===== src/rtl/segre_mem_arbiter.sv =====
// Main-memory line-port arbiter shared by the icache fill path and the dcache fill/writeback path.
// Optional build macro SEGRE_MEM_ARB_ROUND_ROBIN_EN: alternate grants on simultaneous requests.
module segre_mem_arbiter #(
    parameter int unsigned ADDR_SIZE             = 32,
    parameter int unsigned CACHE_LINE_SIZE_BYTES = 16,
    parameter int unsigned MEM_LATENCY           = 5
) (
    input  logic                               clk_i,
    input  logic                               rsn_i,
    input  logic                               ic_rd_i,
    input  logic [ADDR_SIZE-1:0]               ic_addr_i,
    output logic [CACHE_LINE_SIZE_BYTES*8-1:0] ic_line_o,
    output logic                               ic_ready_o,
    input  logic                               dc_rd_i,
    input  logic                               dc_wr_i,
    input  logic [ADDR_SIZE-1:0]               dc_addr_i,
    input  logic [ADDR_SIZE-1:0]               dc_wb_addr_i,
    input  logic [CACHE_LINE_SIZE_BYTES*8-1:0] dc_line_i,
    output logic [CACHE_LINE_SIZE_BYTES*8-1:0] dc_line_o,
    output logic                               dc_ready_o,
    output logic                               mem_rd_o,
    output logic                               mem_wr_o,
    output logic [ADDR_SIZE-1:0]               mem_addr_o,
    output logic [CACHE_LINE_SIZE_BYTES*8-1:0] mem_wr_line_o,
    input  logic [CACHE_LINE_SIZE_BYTES*8-1:0] mem_rd_line_i
);

    localparam int unsigned LINE_W = CACHE_LINE_SIZE_BYTES * 8;
    localparam logic [ADDR_SIZE-1:0] ALIGN_MASK = ~(ADDR_SIZE'(CACHE_LINE_SIZE_BYTES - 1));
    localparam logic [3:0] LAT_LAST = 4'(MEM_LATENCY - 1);

    typedef enum logic [1:0] {
        IDLE,
        WB,
        RD,
        RESP
    } state_t;

    typedef enum logic {
        OWN_IC,
        OWN_DC
    } owner_t;

    state_t                state_q;
    state_t                state_d;
    owner_t                owner_q;
    logic [ADDR_SIZE-1:0]  fill_addr_q;
    logic [ADDR_SIZE-1:0]  wb_addr_q;
    logic [LINE_W-1:0]     victim_q;
    logic [LINE_W-1:0]     line_q;
    logic [3:0]            cnt_q;
    logic                  need_rd_q;

    logic dc_req;
    logic grant_dc;
    logic grant_ic;
    logic lat_done;

    assign dc_req   = dc_rd_i | dc_wr_i;
    assign lat_done = (cnt_q == LAT_LAST);

`ifdef SEGRE_MEM_ARB_ROUND_ROBIN_EN
    owner_t last_owner_q;

    // On a tie, the dcache wins only if the icache was granted last.
    assign grant_dc = dc_req & (~ic_rd_i | (last_owner_q == OWN_IC));
`else
    assign grant_dc = dc_req;
`endif
    assign grant_ic = ic_rd_i & ~grant_dc;

    always_comb begin
        state_d = state_q;
        case (state_q)
            IDLE: begin
                if (grant_dc) begin
                    state_d = dc_wr_i ? WB : RD;
                end else if (grant_ic) begin
                    state_d = RD;
                end
            end
            WB: begin
                if (lat_done) begin
                    state_d = need_rd_q ? RD : RESP;
                end
            end
            RD: begin
                if (lat_done) begin
                    state_d = RESP;
                end
            end
            RESP:    state_d = IDLE;
            default: state_d = IDLE;
        endcase
    end

    // Outputs decode the registered state only, so reset clears them asynchronously.
    always_comb begin
        ic_ready_o    = 1'b0;
        ic_line_o     = '0;
        dc_ready_o    = 1'b0;
        dc_line_o     = '0;
        mem_rd_o      = 1'b0;
        mem_wr_o      = 1'b0;
        mem_addr_o    = '0;
        mem_wr_line_o = '0;
        case (state_q)
            WB: begin
                mem_wr_o      = 1'b1;
                mem_addr_o    = wb_addr_q & ALIGN_MASK;
                mem_wr_line_o = victim_q;
            end
            RD: begin
                mem_rd_o   = 1'b1;
                mem_addr_o = fill_addr_q & ALIGN_MASK;
            end
            RESP: begin
                if (owner_q == OWN_DC) begin
                    dc_ready_o = 1'b1;
                    dc_line_o  = line_q;
                end else begin
                    ic_ready_o = 1'b1;
                    ic_line_o  = line_q;
                end
            end
            default: ;
        endcase
    end

    always_ff @(posedge clk_i or posedge rsn_i) begin
        if (rsn_i) begin
            state_q <= IDLE;
            cnt_q   <= '0;
        end else begin
            state_q <= state_d;
            if ((state_d == state_q) && ((state_q == WB) || (state_q == RD))) begin
                cnt_q <= cnt_q + 4'd1;
            end else begin
                cnt_q <= '0;
            end
        end
    end

    always_ff @(posedge clk_i or posedge rsn_i) begin
        if (rsn_i) begin
            owner_q     <= OWN_IC;
            fill_addr_q <= '0;
            wb_addr_q   <= '0;
            victim_q    <= '0;
            need_rd_q   <= 1'b0;
            line_q      <= '0;
        end else begin
            if ((state_q == IDLE) && (grant_dc || grant_ic)) begin
                owner_q     <= grant_dc ? OWN_DC : OWN_IC;
                fill_addr_q <= grant_dc ? dc_addr_i : ic_addr_i;
                wb_addr_q   <= dc_wb_addr_i;
                victim_q    <= dc_line_i;
                need_rd_q   <= grant_dc ? dc_rd_i : 1'b1;
                line_q      <= '0;
            end else if ((state_q == RD) && lat_done) begin
                line_q <= mem_rd_line_i;
            end
        end
    end

`ifdef SEGRE_MEM_ARB_ROUND_ROBIN_EN
    always_ff @(posedge clk_i or posedge rsn_i) begin
        if (rsn_i) begin
            last_owner_q <= OWN_DC;
        end else if ((state_q == IDLE) && (grant_dc || grant_ic)) begin
            last_owner_q <= grant_dc ? OWN_DC : OWN_IC;
        end
    end
`endif

endmodule


===== config.mk =====
export PLATFORM = sky130hd
export DESIGN_NAME = segre_mem_arbiter
export DESIGN_NICKNAME = d
export VERILOG_FILES = /design/src/rtl/segre_mem_arbiter.sv
export SDC_FILE = /design/constraint.sdc
export NUM_CORES = 1
export LEC_CHECK = 0
export CAP_MARGIN = 20
export CORE_AREA = 2 2 299 301
export DETAILED_ROUTE_END_ITERATION = 16
export DIE_AREA = 0 0 301 303
export GPL_TIMING_DRIVEN = 0
export PLACE_DENSITY = 0.51
export SLEW_MARGIN = 25
export SYNTH_ARGS = -nofsm -noshare
export SYNTH_HDL_FRONTEND = slang
export SYNTH_SLANG_ARGS = --single-unit

===== constraint.sdc =====
create_clock -name clk_i -period 14.38 [get_ports clk_i]
set_input_delay 2.157 -clock clk_i [delete_from_list [all_inputs] [get_ports clk_i]]
set_output_delay 2.157 -clock clk_i [all_outputs]
set_load 0.1 [all_outputs]

==> results.sh <==
export IMPL_dp_hpwl_mm=60.4
export IMPL_synth_edf_count=0
export IMPL_final_util=0.292
export IMPL_cp_start_kind="flip-flop"
export IMPL_power_density_mw_per_mm2=189
export IMPL_synth_avg_cell_area_sq_um=9.32
export IMPL_worstMarginPinSlew_ns=1.11
export IMPL_io_pins=777
export IMPL_fill_cells=9386
export IMPL_initial_core_util=0.173
export IMPL_cts_hold_buf=0
export IMPL_outcome="complete, no violations"
export IMPL_drive_above_1_share=0.0578
export IMPL_synthesis_area_sq_mm=0.0152
export IMPL_postCtsSetupRepairBufs=0
export IMPL_track_usage=0.160
export IMPL_synth_seq_cells=320
export IMPL_yosysWarnings=0
export IMPL_hold_slack_ns=0.463
export IMPL_grt_overflow_total=0
export IMPL_cts_root_buffer="clkbuf_16"
export IMPL_grt_pass1_wl_mm=108
export IMPL_irDropWorstVdd_v=0.000110
export IMPL_cts_buffers=41
export IMPL_hp_class="flip-flop to flip-flop"
export IMPL_num_vias=14800
export IMPL_final_cell_mix="clkdlybuf4s50_1, nand2_1, dfrtp_1"
export IMPL_drc=0
export IMPL_fmax_mhz=152
export IMPL_crit_type="flip-flop to primary output"
export IMPL_endpoint_kind="primary output"
export IMPL_clock_skew_ns=0.0284
export IMPL_syn_inst=1634
export IMPL_die_x_microns=301
export IMPL_period_needed_ns=6.58
export IMPL_setup_viol=0
export IMPL_drtIter0Drc=863
export IMPL_routed_wl_mm=76.1
export IMPL_r2r_setup_slack_ns=11.38
export IMPL_dr_pass1_iters=5
export IMPL_clk_pin_slew_ns=0.06
export IMPL_timing_rr_start="state_q[0]$_DFF_PP0_"
export IMPL_drt_wirelength_per_cell_microns=20.9
export IMPL_ys_types=39
export IMPL_final_hold_violation_count=0
export IMPL_final_common_cell="clkdlybuf4s50_1"
export IMPL_critPathLaunch="state_q[1]$_DFF_PP0_"
export IMPL_slew_headroom=0.260
export IMPL_final_period_utilization=0.458
export IMPL_via_per_inst=4.06
export IMPL_clock_latency_ns=0.57
export IMPL_gp_congestion=0.849
export IMPL_fin_area_sq_mm=0.0257
export IMPL_cts_tree="done"
export IMPL_synthFlopType="dfrtp_1"
export IMPL_layout_nets=2807
export IMPL_timing_rr_end="victim_q[10]$_DFFE_PP0P_"
export IMPL_die_area_sq_mm=0.0912
export IMPL_async_reset_ff_frac=1.00
export IMPL_worstRegToRegCells=9
export IMPL_dieHeight_microns=303
export IMPL_clock_sinks=320
export IMPL_min_from="victim_q[84]$_DFFE_PP0P_"
export IMPL_row_count=109
export IMPL_leakage_nw=11.9
export IMPL_core_area_sq_mm=0.0880
export IMPL_cts_resized=0
export IMPL_cp_required_ns=12.22
export IMPL_setup_tns_final_ns=0
export IMPL_rsz0062_at_grt="no"
export IMPL_io_buffers=760
export IMPL_maxSlewViolCount=0
export IMPL_h_tree_depth=2
export IMPL_grt_max_degree=82
export IMPL_place_area_sq_mm=0.0244
export IMPL_area_growth_pct=68.9
export IMPL_antenna_left=0
export IMPL_synth_seq_area_share=0.526
export IMPL_whs_path_depth=2
export IMPL_worstPathMaxFanout=10
export IMPL_cts_buffer_depth=3
export IMPL_antenna_found_initial=17
export IMPL_holdPathEnd="victim_q[84]$_DFFE_PP0P_"
export IMPL_arrival_ns=4.43
export IMPL_drv_cap=0
export IMPL_grt_pass1_vias=15300
final cells by class:
cell class / instances / area [sq um] / share of cell area
clock buffers: 60 / 1200 / 0.0466
multi-input cells: 1167 / 6500 / 0.253
repair buffers: 764 / 7670 / 0.298
inverters: 7 / 33.8 / 0.00131
diodes: 4 / 10.0 / 0.000389
flip-flops and latches: 320 / 8010 / 0.311
plain buffers: 143 / 709 / 0.0276
clock inverters: 13 / 138 / 0.00535
well taps: 1165 / 1460 / 0.0567
synthesized netlist by cell type (all sizes together) (2+ instances only):
cell type,number,area share
ha,6,0.0049
nor2b,13,0.0053
a22o,129,0.074
nor4,3,0.0012
nand2,469,0.12
mux2i,28,0.018
buf,65,0.027
o21ai,3,0.0012
a22oi,28,0.014
clkbuf,78,0.019
dfrtp,320,0.53
a21oi,33,0.011
and2,257,0.11
o21a,2,0.00099
nor2,48,0.012
inv,6,0.0015
and3,129,0.053
routing by layer:
layer  GRT usage  part of all wire  routed length, microns  vias up
li1            -                 -                       -     7005
met1       0.185              0.39                   29800     7090
met2       0.283              0.50                   37700      600
met3      0.0555             0.092                    7020      103
met4      0.0383             0.021                    1610        4
met5           0           0.00035                      27        -
per-stage QoR:
step,cells,setup WS [ns],total power [mW]
final,3643,7.80,4.87
after global routing,3642,7.42,5.16
after CTS,3639,7.53,4.95
after detailed placement,3566,8.18,3.87
after global placement,3562,-2.35,3.87
after floorplan,1637,3.37,3.03
critical path, stage by stage, from the launching register on:
cell and delay [ns]:
dfrtp_1 0.42, inv_1 0.15, ha_1 0.20, clkbuf_1 0.38
clkbuf_1 0.67, clkbuf_1 0.64, and2_1 0.23, clkdlybuf4s50_1 1.17
power by group:
part | internal, mW | switching (mW) | total (mW)
sequential | 1.17 | 0.142 | 1.31
clock | 0.614 | 0.432 | 1.05
combinational | 0.635 | 1.88 | 2.51
logic make-up (layout without fill, tap and decap cells):
| group | Yosys count | in the layout | synth area share |
|---|---|---|---|
| simple gates | 925 | 925 | 0.296 |
| flops | 320 | 320 | 0.526 |
| compound gates | 202 | 202 | 0.105 |
| buf+inv | 150 | 987 | 0.0481 |
| mux | 28 | 28 | 0.0184 |
| fa+ha+maj | 6 | 6 | 0.00493 |
| xor+xnor | 2 | 2 | 0.00115 |
| other cells | 1 | 8 | 0.000246 |
worst max-delay path by stage:
stage	slack, ns	end	cells past startpoint
2_1_floorplan	3.37	cnt_q[0]$_DFF_PP0_	1
3_5_place_dp	8.18	mem_wr_line_o[12]	7
3_3_place_gp	-2.35	wb_addr_q[13]$_DFFE_PP0P_	2
6_report	7.80	mem_wr_line_o[12]	7
4_1_cts	7.53	mem_wr_line_o[12]	7
5_1_grt	7.42	mem_wr_line_o[12]	7
registers in the layout (all words and copies together), names as in the netlist:
signal       count
wb_addr_q       28
victim_q       128
fill_addr_q     28
state_q          2
line_q         128
cnt_q            4
owner_q          1
need_rd_q        1
Power figures use the tool's default switching activity.
